**src/rtl/muldiv_pkg.sv**
```systemverilog
// Shared types and constants for the iterative RV32M multiply/divide unit.
package muldiv_pkg;

  typedef enum logic [2:0] {
    OP_MUL    = 3'b000,
    OP_MULH   = 3'b001,
    OP_MULHSU = 3'b010,
    OP_MULHU  = 3'b011,
    OP_DIV    = 3'b100,
    OP_DIVU   = 3'b101,
    OP_REM    = 3'b110,
    OP_REMU   = 3'b111
  } op_t;

  typedef enum logic [1:0] {
    IDLE,
    CALC,
    DONE
  } state_t;

  localparam int          ITER_COUNT    = 32;
  localparam logic [31:0] DIV0_QUOTIENT = 32'hFFFF_FFFF;
  localparam logic [31:0] INT_MIN       = 32'h8000_0000;

  // Two's-complement negate when neg is set; used for magnitudes and sign fix-up.
  function automatic logic [31:0] cond_neg(input logic [31:0] v, input logic neg);
    return neg ? (~v + 32'd1) : v;
  endfunction

endpackage

```
**src/rtl/muldiv_unit_if.sv**
```systemverilog
// Start/operand/result bundle between the CPU control path and muldiv_unit.
interface muldiv_unit_if;
  logic        start;
  logic [2:0]  op;
  logic [31:0] ALUop1;
  logic [31:0] ALUop2;
  logic        busy;
  logic        done;
  logic [31:0] result;

  modport master (
    output start, op, ALUop1, ALUop2,
    input  busy, done, result
  );

  modport slave (
    input  start, op, ALUop1, ALUop2,
    output busy, done, result
  );
endinterface

```
**src/rtl/muldiv_unit.sv**
```systemverilog
// Iterative RV32M multiply/divide unit: shift-add multiply and restoring
// divide on operand magnitudes, one bit per cycle, sign fix-up at the end.
// Optional build macro MULDIV_FAST_MUL_EN: multiplies use a single-cycle
// 64-bit product instead of the iterative path; divides are unchanged.
//
// state | meaning
// ------+---------------------------------------------------------------
// IDLE  | waiting for start; operands, op and signs latched on accept
// CALC  | one iteration per cycle while counter runs 31..0, then a final
//       | cycle that applies sign fix-up / special cases into result
// DONE  | done pulse, result valid; returns to IDLE next cycle
module muldiv_unit
  import muldiv_pkg::*;
#(
  parameter int WIDTH = 32
) (
  input logic          clk,
  input logic          rst,
  muldiv_unit_if.slave bus
);

  localparam logic [4:0] CNT_INIT = 5'(ITER_COUNT - 1);

  state_t                 state_q, state_d;
  op_t                    op_q;
  logic [4:0]             cnt_q;
  logic                   fin_q;
  logic                   neg_a_q, neg_b_q, div0_q, ovf_q;
  logic [WIDTH-1:0]       b_mag_q;
  logic [2*WIDTH-1:0]     acc_q;
  logic [WIDTH-1:0]       result_q;

  op_t                    op_in;
  logic                   in_is_mul, sgn_a, sgn_b, neg_a, neg_b;
  logic [WIDTH-1:0]       a_mag, b_mag;

  logic [WIDTH:0]         mul_sum;
  logic [2*WIDTH-1:0]     mul_nxt;
  logic [WIDTH:0]         div_shift;
  logic                   div_ge;
  logic [WIDTH-1:0]       div_diff;
  logic [2*WIDTH-1:0]     div_nxt;

  logic [2*WIDTH-1:0]     prod;
  logic [WIDTH-1:0]       quo, rem, res_fix;

  assign op_in     = op_t'(bus.op);
  assign in_is_mul = ~bus.op[2];
  assign sgn_a     = op_in inside {OP_MUL, OP_MULH, OP_MULHSU, OP_DIV, OP_REM};
  assign sgn_b     = op_in inside {OP_MUL, OP_MULH, OP_DIV, OP_REM};
  assign neg_a     = sgn_a & bus.ALUop1[WIDTH-1];
  assign neg_b     = sgn_b & bus.ALUop2[WIDTH-1];
  assign a_mag     = cond_neg(bus.ALUop1, neg_a);
  assign b_mag     = cond_neg(bus.ALUop2, neg_b);

  // Multiply step: conditionally add multiplicand to the high half, shift right.
  assign mul_sum = {1'b0, acc_q[2*WIDTH-1:WIDTH]} + (acc_q[0] ? {1'b0, b_mag_q} : '0);
  assign mul_nxt = {mul_sum, acc_q[WIDTH-1:1]};

  // Divide step: remainder in the high half, dividend/quotient in the low half.
  // A zero divisor just shifts the dividend into the remainder, so the
  // remainder ends up equal to the dividend magnitude.
  assign div_shift = {acc_q[2*WIDTH-1:WIDTH], acc_q[WIDTH-1]};
  assign div_ge    = div_shift >= {1'b0, b_mag_q};
  assign div_diff  = div_shift[WIDTH-1:0] - b_mag_q;
  assign div_nxt   = {(div_ge ? div_diff : div_shift[WIDTH-1:0]), acc_q[WIDTH-2:0], div_ge};

  // Final sign fix-up and special-case override, selected by the latched op.
  always_comb begin
    res_fix = '0;
    prod    = (neg_a_q ^ neg_b_q) ? (~acc_q + 64'd1) : acc_q;
    quo     = cond_neg(acc_q[WIDTH-1:0], neg_a_q ^ neg_b_q);
    rem     = cond_neg(acc_q[2*WIDTH-1:WIDTH], neg_a_q);
    if (div0_q) begin
      quo = DIV0_QUOTIENT;
    end
    if (ovf_q) begin
      quo = INT_MIN;
      rem = '0;
    end
    case (op_q)
      OP_MUL:                       res_fix = prod[WIDTH-1:0];
      OP_MULH, OP_MULHSU, OP_MULHU: res_fix = prod[2*WIDTH-1:WIDTH];
      OP_DIV, OP_DIVU:              res_fix = quo;
      OP_REM, OP_REMU:              res_fix = rem;
      default:                      res_fix = '0;
    endcase
  end

  // State register.
  always_ff @(posedge clk or posedge rst) begin
    if (rst) begin
      state_q <= IDLE;
    end else begin
      state_q <= state_d;
    end
  end

  // Next-state logic; start only matters in IDLE.
  always_comb begin
    state_d = state_q;
    case (state_q)
      IDLE:    if (bus.start) state_d = CALC;
      CALC:    if (fin_q)     state_d = DONE;
      DONE:    state_d = IDLE;
      default: state_d = IDLE;
    endcase
  end

  // Datapath: latch on accept, iterate in CALC, write result on the final CALC cycle.
  always_ff @(posedge clk or posedge rst) begin
    if (rst) begin
      op_q     <= OP_MUL;
      cnt_q    <= '0;
      fin_q    <= 1'b0;
      neg_a_q  <= 1'b0;
      neg_b_q  <= 1'b0;
      div0_q   <= 1'b0;
      ovf_q    <= 1'b0;
      b_mag_q  <= '0;
      acc_q    <= '0;
      result_q <= '0;
    end else begin
      case (state_q)
        IDLE: begin
          if (bus.start) begin
            op_q    <= op_in;
            neg_a_q <= neg_a;
            neg_b_q <= neg_b;
            div0_q  <= ~in_is_mul & (bus.ALUop2 == '0);
            ovf_q   <= (op_in inside {OP_DIV, OP_REM}) &&
                       (bus.ALUop1 == INT_MIN) && (bus.ALUop2 == '1);
            cnt_q   <= CNT_INIT;
            fin_q   <= 1'b0;
            b_mag_q <= in_is_mul ? a_mag : b_mag;
            acc_q   <= {{WIDTH{1'b0}}, (in_is_mul ? b_mag : a_mag)};
`ifdef MULDIV_FAST_MUL_EN
            if (in_is_mul) begin
              acc_q <= {{WIDTH{1'b0}}, a_mag} * {{WIDTH{1'b0}}, b_mag};
              fin_q <= 1'b1;
            end
`endif
          end
        end
        CALC: begin
          if (!fin_q) begin
            acc_q <= op_q[2] ? div_nxt : mul_nxt;
            if (cnt_q == '0) begin
              fin_q <= 1'b1;
            end else begin
              cnt_q <= cnt_q - 5'd1;
            end
          end else begin
            result_q <= res_fix;
          end
        end
        default: ;
      endcase
    end
  end

  assign bus.busy   = (state_q != IDLE);
  assign bus.done   = (state_q == DONE);
  assign bus.result = result_q;

endmodule

```
**src/flat_wrapper.sv**
```systemverilog
// flat-port wrapper written by rule: the top's interface ports become plain ports
module muldiv_unit_flat import muldiv_pkg::*;
#(
  parameter int WIDTH = 32
)
  (clk, rst, bus_start, bus_op, bus_ALUop1, bus_ALUop2, bus_busy, bus_done, bus_result);
  muldiv_unit_if bus_i ();
  input logic clk;
  input logic rst;
  input wire logic [$bits(bus_i.start)-1:0] bus_start;
  input wire logic [$bits(bus_i.op)-1:0] bus_op;
  input wire logic [$bits(bus_i.ALUop1)-1:0] bus_ALUop1;
  input wire logic [$bits(bus_i.ALUop2)-1:0] bus_ALUop2;
  output wire logic [$bits(bus_i.busy)-1:0] bus_busy;
  output wire logic [$bits(bus_i.done)-1:0] bus_done;
  output wire logic [$bits(bus_i.result)-1:0] bus_result;
  assign bus_i.start = bus_start;
  assign bus_i.op = bus_op;
  assign bus_i.ALUop1 = bus_ALUop1;
  assign bus_i.ALUop2 = bus_ALUop2;
  assign bus_busy = bus_i.busy;
  assign bus_done = bus_i.done;
  assign bus_result = bus_i.result;
  muldiv_unit #(.WIDTH(WIDTH)) u_core (.clk(clk), .rst(rst), .bus(bus_i));
endmodule
```
**config.mk**
```make
export PLATFORM = sky130hd
export DESIGN_NAME = muldiv_unit_flat
export DESIGN_NICKNAME = d
export VERILOG_FILES = /design/src/rtl/muldiv_pkg.sv /design/src/rtl/muldiv_unit_if.sv /design/src/rtl/muldiv_unit.sv /design/src/flat_wrapper.sv
export SDC_FILE = /design/constraint.sdc
export NUM_CORES = 1
export LEC_CHECK = 0
export BUFFER_PORTS_ARGS = -buffer_cell sky130_fd_sc_hd__buf_2
export CORE_UTILIZATION = 66
export CTS_CLUSTER_DIAMETER = 40
export DETAILED_ROUTE_END_ITERATION = 10
export GPL_TIMING_DRIVEN = 0
export PLACE_DENSITY = 0.86
export SLEW_MARGIN = 0
export SYNTH_ARGS = -nofsm -noshare
export SYNTH_HDL_FRONTEND = slang
export SYNTH_SLANG_ARGS = --single-unit
```
**constraint.sdc**
```tcl
create_clock -name clk -period 11.89 [get_ports clk]
set_input_delay 1.189 -clock clk [delete_from_list [all_inputs] [get_ports clk]]
set_output_delay 1.189 -clock clk [all_outputs]
set_load 0.01 [all_outputs]
```
==> results of run 1 <==
## critical path: cells and delay by family (launching register included)
kind	cells	cell delay (ns)
buffers and inverters	4	1.26
and+or+nand+nor	3	0.54
DFF	1	0.36
AOI/OAI and AO/OA	6	1.96
adders and majority gates	1	0.29
## cell usage in the layout, fill, tap and decap left out, types with 9 or more instances in the layout
cell / n
a211oi_1: 24
a21o_1: 41
a21oi_1: 171
a221oi_1: 11
a22oi_1: 22
a31oi_1: 30
and2_1: 12
buf_2: 106
clkbuf_1: 118
clkbuf_16: 17
dfrtp_1: 143
ha_1: 71
inv_1: 75
mux2i_1: 65
nand2_1: 201
nand2b_1: 19
nand3_1: 33
nand4_1: 21
nor2_1: 211
nor3_1: 57
nor4_1: 15
o211ai_1: 19
o21a_1: 9
o21ai_0: 173
o21ai_1: 12
o21bai_1: 10
o221ai_1: 23
o22a_1: 10
o22ai_1: 14
o31ai_1: 27
or3_1: 16
or4_1: 13
xnor2_1: 100
xor2_1: 80
## path summary, 6_finish.rpt
kind                                                        from                                end  slack, ns  depth (start not counted)
worst max-delay path                 u_core.acc_q[0]$_DFFE_PP0P_       u_core.acc_q[63]$_DFFE_PP0P_       7.44                         14
worst min-delay path            u_core.bus.result[9]$_DFFE_PP0P_   u_core.bus.result[9]$_DFFE_PP0P_       0.47                          2
worst max register to register       u_core.acc_q[0]$_DFFE_PP0P_       u_core.acc_q[63]$_DFFE_PP0P_       7.44                         14
worst min register to register  u_core.bus.result[9]$_DFFE_PP0P_   u_core.bus.result[9]$_DFFE_PP0P_       0.47                          2
max in group asynchronous                                    rst  u_core.bus.result[27]$_DFFE_PP0P_      10.24                          3
min in group asynchronous                                    rst      u_core.b_mag_q[9]$_DFFE_PP0P_       0.74                          2
## through the flow
step / area, µm² / std cells / hold slack, ns
final: 16400 / 2404 / 0.471
after global routing: 16400 / 2404 / 0.502
after CTS: 16400 / 2404 / 0.475
after detailed placement: 15800 / 2373 / 0.461
after global placement: 15800 / 2372 / 0.448
after floorplan: 14900 / 1991 / 0.450
## Yosys cell counts, drive strengths merged (13+ instances only)
library cell | instances | share of area (%)
a211oi | 24 | 1.2
a21o | 41 | 2.1
a21oi | 171 | 5.7
a22oi | 22 | 1.1
a31oi | 30 | 1.3
and2 | 13 | 0.55
buf | 14 | 0.47
clkbuf | 118 | 3.0
dfrtp | 143 | 24
ha | 71 | 6.0
inv | 77 | 1.9
mux2i | 65 | 4.4
nand2 | 202 | 5.1
nand2b | 19 | 0.80
nand3 | 35 | 1.3
nand4 | 21 | 0.88
nor2 | 212 | 5.4
nor3 | 59 | 2.1
nor4 | 18 | 1.0
o211ai | 19 | 0.96
o21ai | 185 | 6.2
o221ai | 24 | 1.5
o22ai | 14 | 0.59
o31ai | 30 | 1.7
or3 | 17 | 0.75
or4 | 15 | 0.81
xnor2 | 100 | 5.9
xor2 | 80 | 4.7
## per-layer routing
layer,share of wire [%],global-route usage [%]
met1,36,64.0
met2,41,76.0
met3,14,15.3
met4,9.2,39.5
met5,0,0
## registers in the layout, summed over array words and instances (netlist names)
register / flops
u_core.acc_q: 64
u_core.neg_b_q: 1
u_core.fin_q: 1
u_core.b_mag_q: 32
u_core.op_q: 3
u_core.neg_a_q: 1
u_core.bus.result: 32
u_core.ovf_q: 1
u_core.cnt_q: 5
u_core.state_q: 2
u_core.div0_q: 1
## layout make-up
type	instances	area, µm²	share of cell area [%]
sequential	143	3580	21.9
buffer	132	513	3.14
inverter	79	302	1.84
clock buffer	17	425	2.60
timing repair buffer	102	533	3.26
multi-input combinational	1637	10500	64.2
clock inverter	14	148	0.903
tap	280	350	2.14
## logic make-up (layout without fill, tap and decap cells)
logic type,count (synthesis),count (layout)
AO/OA/AOI/OAI,667,667
AND/OR/NAND/NOR,648,648
buffers and inverters,211,344
XOR/XNOR,180,180
flip-flops,143,143
adder cells (fa/ha/maj),73,73
multiplexers,69,69
## power by group
| group | total, W | switching (W) | internal (W) |
|---|---|---|---|
| logic | 0.00439 | 0.00282 | 0.00157 |
| clock network | 0.000563 | 0.000268 | 0.000296 |
| registers | 0.000997 | 0.000265 | 0.000732 |
==> flow_summary.html, run 1 <==
<table>
<tr><th>Metric</th><th>Value</th></tr>
<tr><th colspan="2">Run status</th></tr>
<tr><td>Run status</td><td>finished, violations left</td></tr>
<tr><td>Violated checks</td><td>DRC, capacitance limit</td></tr>
<tr><th colspan="2">Logic synthesis</th></tr>
<tr><td>Mean cell area of the mapped netlist</td><td>7.48 µm²</td></tr>
<tr><td>Number of cells produced by synthesis</td><td>1991</td></tr>
<tr><td>Combinational family with the most area after synthesis</td><td>compound AO/OA/AOI/OAI gates</td></tr>
<tr><td>Portion of netlist area occupied by mux cells</td><td>4.67%</td></tr>
<tr><td>Synth warnings</td><td>0</td></tr>
<tr><td>EDFF count, synth</td><td>0</td></tr>
<tr><td>Sequential fraction of the synthesis area</td><td>24.0%</td></tr>
<tr><td>Share of synthesized cell area in full adder, half adder and majority cells</td><td>6.23%</td></tr>
<tr><td>Yosys reg bits</td><td>143</td></tr>
<tr><td>Share of synthesized cell area in and, or, nand and nor gates</td><td>20.5%</td></tr>
<tr><td>Proportion of synthesized flip-flops having asynchronous set or reset</td><td>100%</td></tr>
<tr><td>Unique cell type count in the Yosys netlist</td><td>89</td></tr>
<tr><td>Cell Area, Synth</td><td>0.0149 mm²</td></tr>
<tr><td>Primary FF master, synth</td><td>dfrtp_1</td></tr>
<tr><td>Nets in the synthesized netlist</td><td>2134</td></tr>
<tr><td>Area fraction in compound gates after synthesis</td><td>28.6%</td></tr>
<tr><td>Parity-gate share of the synthesized area counting xor and xnor cells</td><td>10.6%</td></tr>
<tr><th colspan="2">Floorplan</th></tr>
<tr><td>Initial Util</td><td>67.8%</td></tr>
<tr><td>Core box area</td><td>0.0220 mm²</td></tr>
<tr><td>Overall die area</td><td>0.0232 mm²</td></tr>
<tr><td>Site row count</td><td>54</td></tr>
<tr><td>Die outline height</td><td>152 µm</td></tr>
<tr><td>Number of placed I/O pins</td><td>104</td></tr>
<tr><td>Die Width</td><td>152 µm</td></tr>
<tr><th colspan="2">Worst setup path</th></tr>
<tr><td>Cell repeated most along the worst path</td><td>clkbuf_1</td></tr>
<tr><td>Worst setup path class</td><td>flop to flop</td></tr>
<tr><td>Cells along the critical path</td><td>clkbuf_1 -&gt; inv_1 -&gt; clkbuf_1 -&gt; nor2_1 -&gt; ha_1 -&gt; clkbuf_1 -&gt; and3_1 -&gt; nand3_1 -&gt; a211oi_1 -&gt; o21ai_0 -&gt; a31oi_1 -&gt; a31oi_1 -&gt; o311ai_0 -&gt; o311a_1</td></tr>
<tr><td>Critical path peak fanout</td><td>10</td></tr>
<tr><td>WP data required</td><td>12.28 ns</td></tr>
<tr><td>Crit path launch type</td><td>flop</td></tr>
<tr><td>Arrival time of data at the critical path endpoint</td><td>4.84 ns</td></tr>
<tr><td>Slowest cell delay on critical path</td><td>0.48 ns</td></tr>
<tr><td>Critical Path Slowest Stage Cell</td><td>o311ai_0</td></tr>
<tr><td>Critical path endpoint category</td><td>flop</td></tr>
<tr><th colspan="2">STA</th></tr>
<tr><td>Measured slew at the worst slew-check pin</td><td>1.49 ns</td></tr>
<tr><td>Unrepaired setup endpoints after global routing</td><td>no</td></tr>
<tr><td>Top achievable clock speed</td><td>0.225 GHz</td></tr>
<tr><td>Sum of negative setup slack</td><td>0 ns</td></tr>
<tr><td>Final max-slew violation count</td><td>0</td></tr>
<tr><td>Post-route fraction of the period consumed by the critical path</td><td>37.4%</td></tr>
<tr><td>Total of endpoints with negative setup slack in the final report</td><td>0</td></tr>
<tr><td>Hold Violations, Final</td><td>0</td></tr>
<tr><td>Slew Limit Headroom</td><td>0.00792%</td></tr>
<tr><td>Final min period</td><td>4.45 ns</td></tr>
<tr><td>Final worst slack</td><td>7.44 ns</td></tr>
<tr><td>Clk_skew</td><td>0.0201 ns</td></tr>
<tr><th colspan="2">Route</th></tr>
<tr><td>Overall via count from detail_route</td><td>17300</td></tr>
<tr><td>Via density</td><td>7.20</td></tr>
<tr><td>Initial DRC count</td><td>2727</td></tr>
<tr><td>Total Wirelength</td><td>60000 µm</td></tr>
<tr><td>Drt drc</td><td>1</td></tr>
<tr><td>First-pass detailed-route iteration total</td><td>10</td></tr>
<tr><td>Routed length per placed instance</td><td>24.9 µm</td></tr>
<tr><td>Count of antenna-violating nets left after detailed routing</td><td>0</td></tr>
<tr><th colspan="2">Layout</th></tr>
<tr><td>Number of antenna cells inserted</td><td>0</td></tr>
<tr><td>Final-stage net count</td><td>2255</td></tr>
<tr><td>Synth-to-layout area growth</td><td>9.81%</td></tr>
<tr><td># fillers</td><td>1737</td></tr>
<tr><td>Post-Route Utilization</td><td>74.5%</td></tr>
<tr><td>Share of layout cells above drive strength 1</td><td>8.47%</td></tr>
<tr><th colspan="2">Clocking</th></tr>
<tr><td># resized after CTS</td><td>0</td></tr>
<tr><td>Cts hold-fix bufs</td><td>0</td></tr>
<tr><td>Clock slew seen by the registers of the worst setup and hold paths</td><td>0.07 ns</td></tr>
<tr><td>Level count of the clock H-tree</td><td>4</td></tr>
<tr><td>Buffer depth of the longest clock path</td><td>2</td></tr>
<tr><td>Clock buffer count from CTS</td><td>17</td></tr>
<tr><td>Clock tree from TritonCTS</td><td>built</td></tr>
<tr><td>Worst skew pair latency</td><td>0.46 ns</td></tr>
<tr><td>Count of buffers added by post-CTS timing repair for setup</td><td>0</td></tr>
<tr><td>Buffer cell driving the clock tree root</td><td>clkbuf_16</td></tr>
<tr><td>CTS Sinks</td><td>143</td></tr>
<tr><th colspan="2">Global route</th></tr>
<tr><td>Global-route wire length before repair</td><td>92300 µm</td></tr>
<tr><td>Initial antenna violation count</td><td>1</td></tr>
<tr><td>Maximum number of pins on one net before global-route repair</td><td>102</td></tr>
<tr><td>Vias in the first global route</td><td>16400</td></tr>
<tr><td>All-Layer GR Usage</td><td>51.7%</td></tr>
<tr><td>Global route total overflow</td><td>0</td></tr>
<tr><th colspan="2">Power</th></tr>
<tr><td>Worst voltage drop across the vdd grid</td><td>0.000176 V</td></tr>
<tr><td>Power Total</td><td>0.00595 W</td></tr>
<tr><td>Power Dens Cells</td><td>364 mW/mm²</td></tr>
<tr><td>Leakage component of the power</td><td>6.98 nW</td></tr>
<tr><th colspan="2">Job</th></tr>
<tr><td>Number of max-cap violations</td><td>1</td></tr>
<tr><th colspan="2">Placed design</th></tr>
<tr><td>Global placement routability congestion</td><td>1.17</td></tr>
<tr><td>Port Buffer Count</td><td>101</td></tr>
<tr><td>Worst slack after detailed placement</td><td>7.61 ns</td></tr>
<tr><td>HPWL Detailed</td><td>46100 µm</td></tr>
<tr><th colspan="2">Hold path</th></tr>
<tr><td>Hold Path Class</td><td>flop to flop</td></tr>
</table>
Power figures use the tool's default switching activity.
==> run 2, diff against run 1 <==
Settings changed: CORE_UTILIZATION 66 to 63, PLACE_DENSITY 0.86 to 0.83.
Clock period 11.89 ns to 4.4 ns, I/O delays scaled along.
==> run 2 against run 1 <==
  * Largest cell class unchanged
  * Core utilization is 2.9 points lower
  * Sequential cell count stayed put
  * Total power grew to 2.7 times the previous value
  * The flow finishes with violations (capacitance limit, slew limit)
  * Critical path type unchanged
  * Routed wire length is 2.3% higher
  * First-iteration DRC count is 7.3% higher
  * Worst hold slack worse by 0.46 ns
  * Sequential power grew to 2.7 times the previous value
==> flow_summary.html, run 2 (synthesis gave the netlist of run 1 again) <==
<table>
<tr><th>Metric</th><th>Value</th></tr>
<tr><th colspan="2">Run status</th></tr>
<tr><td>Run status</td><td>finished, violations left (unchanged)</td></tr>
<tr><td>Violated checks</td><td>capacitance limit, slew limit (was DRC, capacitance limit)</td></tr>
<tr><th colspan="2">Worst setup path</th></tr>
<tr><td>Crit path launch type</td><td>flop (unchanged)</td></tr>
<tr><td>WP data required</td><td>4.69 ns (was 12.28 ns)</td></tr>
<tr><td>Cells along the critical path</td><td>clkbuf_1 -&gt; xor2_1 -&gt; clkbuf_1 -&gt; o31ai_1 -&gt; xor2_1 -&gt; o21ai_0 -&gt; a221oi_1 -&gt; a211oi_1 (was clkbuf_1 -&gt; inv_1 -&gt; clkbuf_1 -&gt; nor2_1 -&gt; ha_1 -&gt; clkbuf_1 -&gt; and3_1 -&gt; nand3_1 -&gt; a211oi_1 -&gt; o21ai_0 -&gt; a31oi_1 -&gt; a31oi_1 -&gt; o311ai_0 -&gt; o311a_1)</td></tr>
<tr><td>Critical Path Slowest Stage Cell</td><td>xor2_1 (was o311ai_0)</td></tr>
<tr><td>Kind of cell adding the most delay to the critical path</td><td>XOR/XNOR gates (was compound AO/OA/AOI/OAI gates)</td></tr>
<tr><td>Arrival time of data at the critical path endpoint</td><td>4.59 ns (was 4.84 ns)</td></tr>
<tr><td>Critical path peak fanout</td><td>10 (unchanged)</td></tr>
<tr><td>Critical path endpoint category</td><td>flop (unchanged)</td></tr>
<tr><td>Worst setup path class</td><td>flop to flop (unchanged)</td></tr>
<tr><td>Slowest cell delay on critical path</td><td>1.27 ns (was 0.48 ns)</td></tr>
<tr><td>Combined buffer and inverter count along the critical path</td><td>2 (was 4)</td></tr>
<tr><th colspan="2">Layout</th></tr>
<tr><td>Leading cell type in the layout, fill and taps excluded</td><td>nor2_1 (unchanged)</td></tr>
<tr><td>Share of layout cells above drive strength 1</td><td>8.62% (was 8.47%)</td></tr>
<tr><td>Flip-flop count of the largest register after layout</td><td>64 (unchanged)</td></tr>
<tr><td>Final cell count without fillers</td><td>2437 (was 2404)</td></tr>
<tr><td>Highest-count cells in the layout ignoring fill and taps</td><td>nor2_1 (211), nand2_1 (201), o21ai_0 (173), a21oi_1 (171), dfrtp_1 (143) (unchanged)</td></tr>
<tr><td>Final-stage net count</td><td>2254 (was 2255)</td></tr>
<tr><td>Register with the most flip-flops</td><td>u_core.acc_q (unchanged)</td></tr>
<tr><td>Number of antenna cells inserted</td><td>0 (unchanged)</td></tr>
<tr><td>Synth-to-layout area growth</td><td>10.1% (was 9.81%)</td></tr>
<tr><th colspan="2">Clocking</th></tr>
<tr><td>Buffer depth of the longest clock path</td><td>2 (unchanged)</td></tr>
<tr><td>CTS Sinks</td><td>143 (unchanged)</td></tr>
<tr><td>Clock slew seen by the registers of the worst setup and hold paths</td><td>0.07 ns (about the same)</td></tr>
<tr><td>Clock tree from TritonCTS</td><td>built (unchanged)</td></tr>
<tr><td># resized after CTS</td><td>0 (unchanged)</td></tr>
<tr><td>Cts hold-fix bufs</td><td>0 (unchanged)</td></tr>
<tr><td>Level count of the clock H-tree</td><td>4 (unchanged)</td></tr>
<tr><td>Count of buffers added by post-CTS timing repair for setup</td><td>0 (unchanged)</td></tr>
<tr><td>Buffer cell driving the clock tree root</td><td>clkbuf_16 (unchanged)</td></tr>
<tr><td>Worst skew pair latency</td><td>0.45 ns (was 0.46 ns)</td></tr>
<tr><td>Clock buffer count from CTS</td><td>17 (unchanged)</td></tr>
<tr><th colspan="2">Floorplan</th></tr>
<tr><td>Core box area</td><td>0.0229 mm² (was 0.0220 mm²)</td></tr>
<tr><td>Site row count</td><td>55 (was 54)</td></tr>
<tr><td>Overall die area</td><td>0.0243 mm² (was 0.0232 mm²)</td></tr>
<tr><td>Number of placed I/O pins</td><td>104 (unchanged)</td></tr>
<tr><td>Initial Util</td><td>65.0% (was 67.8%)</td></tr>
<tr><td>Die outline height</td><td>156 µm (was 152 µm)</td></tr>
<tr><td>Die Width</td><td>156 µm (was 152 µm)</td></tr>
<tr><th colspan="2">STA</th></tr>
<tr><td>Measured slew at the worst slew-check pin</td><td>1.60 ns (was 1.49 ns)</td></tr>
<tr><td>Hold slack final</td><td>0.00824 ns (was 0.471 ns)</td></tr>
<tr><td>Clk_skew</td><td>0.0171 ns (was 0.0201 ns)</td></tr>
<tr><td>Unrepaired setup endpoints after global routing</td><td>no (unchanged)</td></tr>
<tr><td>Total of endpoints with negative setup slack in the final report</td><td>0 (unchanged)</td></tr>
<tr><td>Top achievable clock speed</td><td>0.233 GHz (was 0.225 GHz)</td></tr>
<tr><td>Post-route fraction of the period consumed by the critical path</td><td>97.7% (was 37.4%)</td></tr>
<tr><td>Slew Limit Headroom</td><td>-7.19% (was 0.00792%)</td></tr>
<tr><td>Final max-slew violation count</td><td>11 (was 0)</td></tr>
<tr><td>Hold Violations, Final</td><td>0 (unchanged)</td></tr>
<tr><td>Final min period</td><td>4.30 ns (was 4.45 ns)</td></tr>
<tr><th colspan="2">Power</th></tr>
<tr><td>Leakage component of the power</td><td>6.99 nW (was 6.98 nW)</td></tr>
<tr><td>Switching Power</td><td>0.00904 W (was 0.00335 W)</td></tr>
<tr><td>Internal</td><td>0.00702 W (was 0.00260 W)</td></tr>
<tr><td>Sw Ratio</td><td>56.3% (about the same)</td></tr>
<tr><td>Clock share of power</td><td>9.4% (was 9.5%)</td></tr>
<tr><td>Part of the power in combinational logic</td><td>73.7% (was 73.8%)</td></tr>
<tr><td>Sequential share of power</td><td>16.9% (was 16.8%)</td></tr>
<tr><td>Power Dens Cells</td><td>979 mW/mm² (was 364 mW/mm²)</td></tr>
<tr><td>Worst voltage drop across the vdd grid</td><td>0.000458 V (was 0.000176 V)</td></tr>
<tr><th colspan="2">Placed design</th></tr>
<tr><td>Port Buffer Count</td><td>101 (unchanged)</td></tr>
<tr><td>HPWL Detailed</td><td>47000 µm (was 46100 µm)</td></tr>
<tr><td>Global placement routability congestion</td><td>1.15 (was 1.17)</td></tr>
<tr><td>DP Cell Count</td><td>2406 (was 2373)</td></tr>
<tr><th colspan="2">Route</th></tr>
<tr><td>Drt drc</td><td>0 (was 1)</td></tr>
<tr><td>First-pass detailed-route iteration total</td><td>7 (was 10)</td></tr>
<tr><td>Routed length per placed instance</td><td>25.2 µm (was 24.9 µm)</td></tr>
<tr><td>Total Wirelength</td><td>61300 µm (was 60000 µm)</td></tr>
<tr><td>Via density</td><td>7.07 (was 7.20)</td></tr>
<tr><td>Overall via count from detail_route</td><td>17200 (was 17300)</td></tr>
<tr><td>Initial DRC count</td><td>2927 (was 2727)</td></tr>
<tr><td>Count of antenna-violating nets left after detailed routing</td><td>0 (unchanged)</td></tr>
<tr><th colspan="2">Global route</th></tr>
<tr><td>Vias in the first global route</td><td>15800 (was 16400)</td></tr>
<tr><td>Global route total overflow</td><td>0 (unchanged)</td></tr>
<tr><td>Global-route wire length before repair</td><td>92600 µm (was 92300 µm)</td></tr>
<tr><td>Initial antenna violation count</td><td>0 (was 1)</td></tr>
<tr><td>Maximum number of pins on one net before global-route repair</td><td>99 (was 102)</td></tr>
<tr><td>All-Layer GR Usage</td><td>51.1% (was 51.7%)</td></tr>
<tr><th colspan="2">Job</th></tr>
<tr><td>Number of max-cap violations</td><td>1 (unchanged)</td></tr>
<tr><th colspan="2">Hold path</th></tr>
<tr><td>Hold Path Class</td><td>input pin to async pin (was flop to flop)</td></tr>
</table>
run 2: stage by stage:
stage,TNS (ns),area [µm²],total power [W],util (%),setup slack (ns)
floorplan,0,14900,0.0106,-,0.122
CTS,0,16400,0.0154,71.6,0.113
global placement,-223.18,15800,0.0135,68.9,-1.58
detailed placement,0,15800,0.0139,69.1,0.148
finish,0,16400,0.0161,71.6,0.101
global route,0,16400,0.0169,71.6,0.149
run 2: worst paths after layout:
check,slack (ns),depth (start not counted),start,endpoint
max in group asynchronous,3.46,3,rst,u_core.bus.result[4]$_DFFE_PP0P_
min reg2reg,0.48,2,u_core.bus.result[0]$_DFFE_PP0P_,u_core.bus.result[0]$_DFFE_PP0P_
min in group clk,0.31,3,bus_op[1],u_core.op_q[1]$_DFFE_PP0P_
max reg2reg,0.10,8,u_core.neg_b_q$_DFFE_PP0P_,u_core.bus.result[19]$_DFFE_PP0P_
max,0.10,8,u_core.neg_b_q$_DFFE_PP0P_,u_core.bus.result[19]$_DFFE_PP0P_
min,0.008,2,rst,u_core.b_mag_q[9]$_DFFE_PP0P_
run 2: power by group through the flow:
| stage | clock network (W) | registers, W | logic [W] |
|---|---|---|---|
| after floorplan | 0 | 0.00249 | 0.00810 |
| after global placement | 0 | 0.00263 | 0.0109 |
| after detailed placement | 0 | 0.00266 | 0.0112 |
| after CTS | 0.00149 | 0.00264 | 0.0113 |
| after global routing | 0.00153 | 0.00275 | 0.0126 |
| final | 0.00150 | 0.00272 | 0.0118 |
run 2: final cells by class:
type                            instances  area, µm²
Inverter                               79        302
Buffer                                131        512
Clock buffer                           18        429
Clock inverter                         14        144
Multi-Input combinational cell       1637      10500
Fill cell                            1888       6510
Sequential cell                       143       3580
Tap cell                              313        392
Timing Repair Buffer                  102        533
run 2: layer usage:
metal  global-route usage (%)  wire length [µm]
met3                     15.7              8920
met1                     63.9             22100
met2                     75.6             25200
met5                        0                 0
met4                     34.3              5130
run 2: worst register-to-register path: stages (launching register included):
cell and delay (ns):
dfrtp_1 0.32, clkbuf_1 0.54, xor2_1 1.28, clkbuf_1 0.59, o31ai_1 0.19, xor2_1 0.55
o21ai_0 0.21, a221oi_1 0.39, a211oi_1 0.09
